<file path="config.mk">
export PLATFORM = sky130hd
export DESIGN_NAME = vend_arbiter_flat
export DESIGN_NICKNAME = d
export VERILOG_FILES = /design/src/rtl/vend_if.sv /design/src/rtl/vend_arbiter.sv /design/src/flat_wrapper.sv
export SDC_FILE = /design/constraint.sdc
export NUM_CORES = 1
export LEC_CHECK = 0
export BUFFER_PORTS_ARGS = -buffer_cell sky130_fd_sc_hd__buf_2
export CAP_MARGIN = 20
export CELL_PAD_IN_SITES_DETAIL_PLACEMENT = 0
export CELL_PAD_IN_SITES_GLOBAL_PLACEMENT = 1
export CORE_MARGIN = 1
export CORE_UTILIZATION = 30
export CTS_CLUSTER_SIZE = 8
export DETAILED_ROUTE_END_ITERATION = 10
export GPL_TIMING_DRIVEN = 0
export PLACE_DENSITY_LB_ADDON = 0.1
export SLEW_MARGIN = 20
export SYNTH_ARGS = -nofsm -noshare
export SYNTH_HDL_FRONTEND = slang
export SYNTH_SLANG_ARGS = --single-unit
</file>
<file path="constraint.sdc">
create_clock -name clock -period 2 [get_ports clock]
set_clock_uncertainty 0.05 [all_clocks]
set_input_delay 0.1 -clock clock [delete_from_list [all_inputs] [get_ports clock]]
set_output_delay 0.1 -clock clock [all_outputs]
set_load 0.005 [all_outputs]
</file>
<file path="src/rtl/vend_if.sv">
// Coin, dispenser handshake and status signals shared between the vend arbiter
// and its environment (coin slots, dispenser mechanism).
interface vend_if;
  logic [1:0] coin_a;
  logic [1:0] coin_b;
  logic       disp_req;
  logic       disp_ack;
  logic       grant_b;
  logic       newspaper_a;
  logic       newspaper_b;
  logic [3:0] stock;
  logic       sold_out;

  modport master (
    input  coin_a, coin_b, disp_ack,
    output disp_req, grant_b, newspaper_a, newspaper_b, stock, sold_out
  );

  modport slave (
    output coin_a, coin_b, disp_ack,
    input  disp_req, grant_b, newspaper_a, newspaper_b, stock, sold_out
  );
endinterface

</file>
<file path="src/rtl/vend_arbiter.sv">
// Two-slot newspaper vending arbiter: accumulates per-slot credit and shares one
// dispenser between slots A and B using round-robin on simultaneous eligibility.
module vend_arbiter #(
  parameter int PRICE      = 3,
  parameter int STOCK_INIT = 8
) (
  input  logic   clock,
  input  logic   reset,
  vend_if.master bus
);

  localparam logic [1:0] ST_IDLE = 2'd0;
  localparam logic [1:0] ST_REQ  = 2'd1;
  localparam logic [1:0] ST_DONE = 2'd2;

  localparam logic [2:0] PRICE_C = 3'(PRICE);
  localparam logic [3:0] STOCK_C = 4'(STOCK_INIT);

  logic [1:0] state_r;
  logic [2:0] credit_a_r;
  logic [2:0] credit_b_r;
  logic       rr_r;
  logic [3:0] stock_r;
  logic       disp_req_r;
  logic       grant_b_r;
  logic       newspaper_a_r;
  logic       newspaper_b_r;
  logic       sold_out_r;

  logic       elig_a_s;
  logic       elig_b_s;
  logic       pick_b_s;
  logic       vend_s;
  logic [2:0] credit_a_nxt_s;
  logic [2:0] credit_b_nxt_s;

  function automatic logic [2:0] coin_value(input logic [1:0] coin);
    case (coin)
      2'd1:    coin_value = 3'd1;
      2'd2:    coin_value = 3'd2;
      default: coin_value = 3'd0;
    endcase
  endfunction

  function automatic logic [2:0] sat_add(input logic [2:0] credit, input logic [2:0] add);
    logic [3:0] sum;
    sum = {1'b0, credit} + {1'b0, add};
    if (sum > 4'd7) begin
      sat_add = 3'd7;
    end else begin
      sat_add = sum[2:0];
    end
  endfunction

  // Eligibility, arbitration winner and next credit values
  always_comb begin
    elig_a_s = (credit_a_r >= PRICE_C) && (stock_r != 4'd0);
    elig_b_s = (credit_b_r >= PRICE_C) && (stock_r != 4'd0);
    if (elig_a_s && elig_b_s) begin
      pick_b_s = rr_r;
    end else begin
      pick_b_s = elig_b_s;
    end
    vend_s = (state_r == ST_REQ) && bus.disp_ack;

    // A coin landing on the vend edge seeds the freshly cleared credit
    if (sold_out_r) begin
      credit_a_nxt_s = credit_a_r;
    end else if (vend_s && !grant_b_r) begin
      credit_a_nxt_s = coin_value(bus.coin_a);
    end else begin
      credit_a_nxt_s = sat_add(credit_a_r, coin_value(bus.coin_a));
    end

    if (sold_out_r) begin
      credit_b_nxt_s = credit_b_r;
    end else if (vend_s && grant_b_r) begin
      credit_b_nxt_s = coin_value(bus.coin_b);
    end else begin
      credit_b_nxt_s = sat_add(credit_b_r, coin_value(bus.coin_b));
    end
  end

  // Per-slot credit registers
  always_ff @(posedge clock or posedge reset) begin
    if (reset) begin
      credit_a_r <= 3'd0;
      credit_b_r <= 3'd0;
    end else begin
      credit_a_r <= credit_a_nxt_s;
      credit_b_r <= credit_b_nxt_s;
    end
  end

  // Vend sequencing, stock, round-robin pointer and registered outputs
  always_ff @(posedge clock or posedge reset) begin
    if (reset) begin
      state_r       <= ST_IDLE;
      rr_r          <= 1'b0;
      stock_r       <= STOCK_C;
      disp_req_r    <= 1'b0;
      grant_b_r     <= 1'b0;
      newspaper_a_r <= 1'b0;
      newspaper_b_r <= 1'b0;
      sold_out_r    <= 1'b0;
    end else begin
      newspaper_a_r <= 1'b0;
      newspaper_b_r <= 1'b0;
      case (state_r)
        ST_IDLE: begin
          if (elig_a_s || elig_b_s) begin
            state_r    <= ST_REQ;
            grant_b_r  <= pick_b_s;
            disp_req_r <= 1'b1;
          end
        end
        ST_REQ: begin
          if (bus.disp_ack) begin
            state_r       <= ST_DONE;
            disp_req_r    <= 1'b0;
            stock_r       <= stock_r - 4'd1;
            sold_out_r    <= (stock_r == 4'd1);
            rr_r          <= ~grant_b_r;
            newspaper_a_r <= ~grant_b_r;
            newspaper_b_r <= grant_b_r;
          end
        end
        ST_DONE: begin
          state_r <= ST_IDLE;
        end
        default: begin
          state_r    <= ST_IDLE;
          disp_req_r <= 1'b0;
        end
      endcase
    end
  end

  assign bus.disp_req    = disp_req_r;
  assign bus.grant_b     = grant_b_r;
  assign bus.newspaper_a = newspaper_a_r;
  assign bus.newspaper_b = newspaper_b_r;
  assign bus.stock       = stock_r;
  assign bus.sold_out    = sold_out_r;

endmodule

</file>
<file path="src/flat_wrapper.sv">
// flat-port wrapper written by rule: the top's interface ports become plain ports
module vend_arbiter_flat 
#(
  parameter int PRICE      = 3,
  parameter int STOCK_INIT = 8
)
  (clock, reset, bus_coin_a, bus_coin_b, bus_disp_ack, bus_disp_req, bus_grant_b, bus_newspaper_a, bus_newspaper_b, bus_stock, bus_sold_out);
  vend_if bus_i ();
  input  logic clock;
  input  logic reset;
  input wire logic [$bits(bus_i.coin_a)-1:0] bus_coin_a;
  input wire logic [$bits(bus_i.coin_b)-1:0] bus_coin_b;
  input wire logic [$bits(bus_i.disp_ack)-1:0] bus_disp_ack;
  output wire logic [$bits(bus_i.disp_req)-1:0] bus_disp_req;
  output wire logic [$bits(bus_i.grant_b)-1:0] bus_grant_b;
  output wire logic [$bits(bus_i.newspaper_a)-1:0] bus_newspaper_a;
  output wire logic [$bits(bus_i.newspaper_b)-1:0] bus_newspaper_b;
  output wire logic [$bits(bus_i.stock)-1:0] bus_stock;
  output wire logic [$bits(bus_i.sold_out)-1:0] bus_sold_out;
  assign bus_i.coin_a = bus_coin_a;
  assign bus_i.coin_b = bus_coin_b;
  assign bus_i.disp_ack = bus_disp_ack;
  assign bus_disp_req = bus_i.disp_req;
  assign bus_grant_b = bus_i.grant_b;
  assign bus_newspaper_a = bus_i.newspaper_a;
  assign bus_newspaper_b = bus_i.newspaper_b;
  assign bus_stock = bus_i.stock;
  assign bus_sold_out = bus_i.sold_out;
  vend_arbiter #(.PRICE(PRICE), .STOCK_INIT(STOCK_INIT)) u_core (.clock(clock), .reset(reset), .bus(bus_i));
endmodule
</file>
==> qor.txt, run 1 <==
Hpwl dp - 1.44 mm
Synthesized area per cell - 10.1 um2
DRC viols - 0
Hold endpoint - u_core.state_r[0]
Vias in the first global route - 757
I/O Buffers - 15
Routed via count - 773
Max-cap violations - 0
Worst-path maximum fanout - 4
CP delay by family, top - adder cells
CP most frequent cell - inv_1
WL per Instance - 11.8 um
Die height - 59.8 um
Hold Crit Depth - 2
Worst reg2reg path depth - 6
Ports - 16
Initial DRC count - 18
Final Hold Viols - 0
Relative slew slack - 53.6%
Reg2reg start - u_core.credit_a_r[0]
Final slew viol count - 0
Drt via density - 4.74
Setup violations, final - 0
Core area - 3100 um2
DIE WIDTH - 59.8 um
Mapped Nets - 115
Worst Setup End Kind - flop
Postcts setup bufs - 0
Final GP Congestion - 0.736
Comb pwr share - 42.6%
Worst-Margin Slew - 0.696 ns
Psw - 0.696 mW
Clock share of power - 13.3%
Hold crit path type - in -> reg
CP startpoint kind - flop
Root Driver - clkbuf_4
Synth top area share - 42.4%
Clock sinks - 18
Hold path startpoint - bus_disp_ack
Synth area leader - dfrtp_1
R2R Setup Slk - 0.39 ns
Pint - 1.01 mW
Initial Util - 32.3%
Clk buf depth - 2
CTS tree - built
# fillers - 348
Most common cell after layout, fill and taps aside - dfrtp_1
NumNets Final - 136
RSZ-0062 raised after global routing - false
Worst path cell trace - ha_1 -> inv_1 -> fa_1 -> inv_1 -> a211oi_1 -> o22ai_1
Initial antenna violation count - 0
Yosys reg bits - 18
# diodes - 0
Post-Route WL - 1.93 mm
Post-synthesis sequential area ratio - 45.1%
GRT Total Usage - 13.0%
Outcome - finished clean
WS Path Type - reg -> reg
DIE AREA - 3580 um2
Sw Ratio - 40.9%
Largest cells by area after synthesis - dfrtp_1 (42%), ha_1 (8.7%), inv_1 (5.6%)
Post-route total power - 1.70 mW
CP required - 2.13 ns
Global route overflow - 0
Commonest non-fill, non-tap cells in the layout - dfrtp_1 (17), inv_1 (15), buf_2 (15), nor2_1 (7), ha_1 (7)
Setup TNS - 0 ns
Sequential share of power - 44.1%
Routed Antenna Nets - 0
IR Drop Worst-Case VDD - 0.000547 V
Max H-tree Level - 1
Clock buffer count from CTS - 3
Share of cells above drive strength 1 - 21.0%
CP max stage delay - 0.47 ns
Terminus of the critical flop-to-flop path - u_core.credit_a_r[1]
Final period utilization - 80.4%
Clock latency on the worst-skew pair - 0.29 ns
Post-Syn Instances - 99
Pin count of the biggest net entering global routing - 19
Tmin final - 1.61 ns
Lkg Pwr - 0.601 nW
Syn-to-layout area delta - 17.6%
Synth Cell Area - 1000 um2
Reg clk slew, reported paths - 0.11 ns
Synth cell types - 27
Data arrival time at the worst-slack endpoint - 1.74 ns
First-pass GRT wire length - 3.39 mm
DR pass1 iterations - 3
Site Rows - 20
Warnings, synthesis - 0
WP buf/inv - 2
Fmax - 622 MHz
Crit path max-delay cell type - fa_1
Power Dens Cells - 1440 nW/um2
how the worst max path moves through the flow:
stage                               from              endpoint  slack [ns]  cells after the start
detailed placement  u_core.credit_a_r[0]  u_core.credit_a_r[1]        0.40                      6
finish              u_core.credit_a_r[0]  u_core.credit_a_r[1]        0.39                      6
global placement    u_core.credit_a_r[0]  u_core.credit_a_r[1]        0.40                      6
floorplan           u_core.credit_a_r[0]  u_core.credit_a_r[1]        0.50                      6
global route        u_core.credit_a_r[0]  u_core.credit_a_r[1]        0.29                      6
CTS                 u_core.credit_a_r[0]  u_core.credit_a_r[1]        0.38                      6
metrics by stage:
step	utilization, %	setup slack [ns]	area, um2	cells	hold WS, ns
after floorplan	-	0.500	1000	99	-0.0122
after CTS	38.0	0.381	1180	163	0.0118
final	38.0	0.393	1180	163	0.0211
after detailed placement	36.5	0.401	1130	158	0.197
after global routing	38.0	0.292	1180	163	0.0246
after global placement	36.5	0.402	1130	158	0.207
power by group through the flow:
stage,logic (mW),clock network (mW),registers (mW)
2_1_floorplan,0.530,0,0.720
3_3_place_gp,0.729,0,0.760
3_5_place_dp,0.737,0,0.758
4_1_cts,0.741,0.237,0.751
5_1_grt,0.840,0.255,0.787
6_report,0.726,0.226,0.750
worst register-to-register path: stages, from the launching register on:
cell      delay [ns]
dfrtp_1         0.42
ha_1            0.19
inv_1           0.05
fa_1            0.47
inv_1           0.04
a211oi_1        0.17
o22ai_1         0.11
cells by family after synthesis:
group | synth area share [%]
buf+inv | 6.37
flops | 45.1
compound gates | 19.4
xor+xnor | 2.62
simple gates | 13.9
fa+ha+maj | 12.7
synth_stat cells (all sizes together):
cell type  number
nor4            1
nor2            7
inv            17
a21oi           3
o31ai           1
nand3           1
a211oi          5
nand2           5
dfstp           1
a2111oi         1
ha              7
nand2b          3
o32ai           2
o21ai          10
o22ai           3
and4bb          1
nand4b          1
xor2            1
nor2b           2
dfrtp          17
xnor2           2
a21o            4
a211o           1
nand3b          1
fa              2
cell type report:
| class | count | area [um2] | share of cell area, % |
|---|---|---|---|
| Inverter | 17 | 63.8 | 5.41 |
| Multi-Input combinational cell | 64 | 487 | 41.3 |
| Sequential cell | 18 | 452 | 38.3 |
| Tap cell | 44 | 55.1 | 4.67 |
| Clock buffer | 4 | 36.3 | 3.08 |
| Timing Repair Buffer | 16 | 85.1 | 7.22 |
flip-flops by register name, indices dropped and copies added (netlist names):
register	cells
u_core.rr_r	1
u_core.bus.disp_req	1
u_core.bus.sold_out	1
u_core.bus.stock	4
u_core.credit_b_r	3
u_core.bus.newspaper_a	1
u_core.bus.grant_b	1
u_core.credit_a_r	3
u_core.state_r	2
u_core.bus.newspaper_b	1
timing repair:
item / in CTS / in global routing
gates resized for setup: 0 / 0
hold endpoints to repair: 17 / 0
hold buffers: 1 / 0
layer usage:
metal  GRT usage (%)  part of all wire (%)
met5               0                     0
met4            3.99                  0.88
met3            4.76                   3.9
met2            21.0                    46
met1            16.2                    49
(Power assumes the default switching activity.)
==> run 2, diff against run 1 <==
==> constraint.sdc (replaced) <==
create_clock -name clock -period 1.7 [get_ports clock]
set_clock_uncertainty 0.05 [all_clocks]
set_input_delay 0.085 -clock clock [delete_from_list [all_inputs] [get_ports clock]]
set_output_delay 0.085 -clock clock [all_outputs]
set_load 0.005 [all_outputs]
==> qor.txt, run 2 (synthesis gave the netlist of run 1 again) <==
Setup TNS - 0 ns (unchanged)
DR pass1 iterations - 4 (+1)
IR Drop Worst-Case VDD - 0.000644 V (+18%)
Worst Setup End Kind - flop
Relative slew slack - 53.6% (about the same)
Global route overflow - 0 (unchanged)
Sw Ratio - 40.6% (-0.31 points)
Worst path cell trace - ha_1 -> inv_1 -> fa_1 -> inv_1 -> a211oi_1 -> o22ai_1
Psw - 0.828 mW (+19%)
Pint - 1.21 mW (+21%)
Levels on crit path - 6 (unchanged)
Storage cell area - 452 um2 (unchanged)
Fmax - 638 MHz (+2.6%)
CTS tree - built
Lkg Pwr - 0.615 nW (+2.3%)
Outcome - finished clean
Commonest non-fill, non-tap cells in the layout - dfrtp_1 (17), inv_1 (15), buf_2 (15), nor2_1 (7), ha_1 (7)
WS Path Type - reg -> reg
Initial Util - 32.3% (unchanged)
R2R Setup Slk - 0.13 ns (-0.26 ns)
Die height - 59.8 um (unchanged)
Tmin final - 1.57 ns (-0.0400 ns)
Site Rows - 20 (unchanged)
# fillers - 345 (-0.86%)
Crit path max-delay cell type - fa_1
Root Driver - clkbuf_4
Final period utilization - 92.2% (+12 points)
Max-cap violations - 0 (unchanged)
Clock share of power - 13.0% (-0.3 points)
Initial DRC count - 11 (-7)
Most common cell after layout, fill and taps aside - dfrtp_1
Clock buffer count from CTS - 3 (unchanged)
Data arrival time at the worst-slack endpoint - 1.70 ns (-0.04 ns)
Worst Setup SP - u_core.credit_b_r[0]
Clock latency on the worst-skew pair - 0.29 ns (about the same)
Post-Route WL - 1.96 mm (+1.8%)
Hold crit path type - in -> reg
Clock sinks - 18 (unchanged)
Share of cells above drive strength 1 - 22.1% (+1.1 points)
Post-Place Cell Area - 1130 um2 (unchanged)
Final GP Congestion - 0.736 (unchanged)
CP startpoint kind - flop
Initial antenna violation count - 0 (unchanged)
Reg2reg start - u_core.credit_b_r[0]
Terminus of the critical flop-to-flop path - u_core.credit_b_r[1]
CP required - 1.83 ns (-0.30 ns)
Worst reg2reg path depth - 6 (unchanged)
Hold slack - 0.114 ns (+0.0933 ns)
DIE AREA - 3580 um2 (unchanged)
Final Hold Viols - 0 (unchanged)
Pin count of the biggest net entering global routing - 19 (unchanged)
Power Dens Cells - 1700 nW/um2 (+17%)
Syn-to-layout area delta - 20.1%
Comb pwr share - 44.0% (+1.4 points)
Finished layout cell area - 1200 um2 (+2.1%)
WP buf/inv - 2 (unchanged)
Drt via density - 4.72 (-0.41%)
Hpwl dp - 1.44 mm (unchanged)
# diodes - 0 (unchanged)
Worst setup path end - u_core.credit_b_r[1]
Worst-path maximum fanout - 3 (-1)
Core area - 3100 um2 (unchanged)
Max reg flops - 4 (unchanged)
Reg clk slew, reported paths - 0.11 ns (about the same)
CP delay by family, top - adder cells
NumNets Final - 139 (+2.2%)
Ports - 16 (unchanged)
Worst-Margin Slew - 0.696 ns (+0.000249 ns)
Max H-tree Level - 1 (unchanged)
DRC viols - 0 (unchanged)
Vias in the first global route - 762 (+0.66%)
Clk buf depth - 2 (unchanged)
Final slew viol count - 0 (unchanged)
First-pass GRT wire length - 3.41 mm (+0.41%)
CP max stage delay - 0.47 ns (about the same)
I/O Buffers - 15 (unchanged)
WL per Instance - 11.8 um (about the same)
DIE WIDTH - 59.8 um (unchanged)
Multi-input gate area - 487 um2 (unchanged)
GRT Total Usage - 13.1% (+0.046 points)
Setup violations, final - 0 (unchanged)
Sequential share of power - 43.0% (-1.1 points)
Routed Antenna Nets - 0 (unchanged)
CP most frequent cell - inv_1
Routed via count - 784 (+1.4%)
RSZ-0062 raised after global routing - false
## run 2: changes by cell type in the layout (fill, tap and decap cells not counted), sizes merged
cell,before,now
dlygate4sd3,1,2
buf,15,17
## run 2: cell type report
class / count / share of cell area [%]
well taps: 44 / 4.57
multi-input cells: 64 / 40.4
inverters: 17 / 5.30
clock buffers: 4 / 3.01
repair buffers: 19 / 9.15
flip-flops and latches: 18 / 37.5
## run 2: tightest hold or removal path: stages
cell and delay, ns:
buf_2 0.09, nor2b_1 0.05, o21ai_0 0.15, o21ai_1 0.06
## run 2: routing by layer
| metal | vias up | share of wire [%] | GRT usage [%] |
|---|---|---|---|
| met1 | 383 | 49 | 16.4 |
| met5 | - | 0 | 0 |
| met4 | 0 | 0.87 | 3.99 |
| met3 | 2 | 4.3 | 4.76 |
| met2 | 13 | 45 | 21.0 |
| li1 | 386 | - | - |
## run 2: power by group through the flow
stage / clock network [mW] / logic [mW] / registers, mW
6_report: 0.266 / 0.898 / 0.878
5_1_grt: 0.300 / 1.03 / 0.920
2_1_floorplan: 0 / 0.623 / 0.846
3_3_place_gp: 0 / 0.857 / 0.895
4_1_cts: 0.279 / 0.874 / 0.884
3_5_place_dp: 0 / 0.867 / 0.891
## run 2: repair_timing
action	in CTS	in global routing
endpoints found under the setup margin	0	1
endpoints found under the hold margin	18	0
resized for setup	0	0
hold buffers	2	0
buffers inserted	0	2
## run 2: how the worst min path moves through the flow
stage                     depth (start not counted)  slack [ns]                     end           from
after detailed placement                          2        0.18  u_core.bus.newspaper_b          reset
final                                             4        0.11    u_core.credit_b_r[0]  bus_coin_b[1]
after global placement                            2        0.19    u_core.credit_b_r[2]          reset
after CTS                                         4        0.11    u_core.credit_b_r[0]  bus_coin_b[1]
after floorplan                                   1       -0.03     u_core.bus.disp_req          reset
after global routing                              4        0.12    u_core.credit_b_r[0]  bus_coin_b[1]
## run 2: per-stage QoR
step / power (mW) / utilization [%] / setup slack [ns] / std cells
floorplan: 1.47 / - / 0.200 / 99
global placement: 1.75 / 36.5 / 0.102 / 158
detailed placement: 1.76 / 36.5 / 0.101 / 158
CTS: 2.04 / 38.3 / 0.0815 / 164
global route: 2.25 / 38.8 / 0.0212 / 166
finish: 2.04 / 38.8 / 0.133 / 166
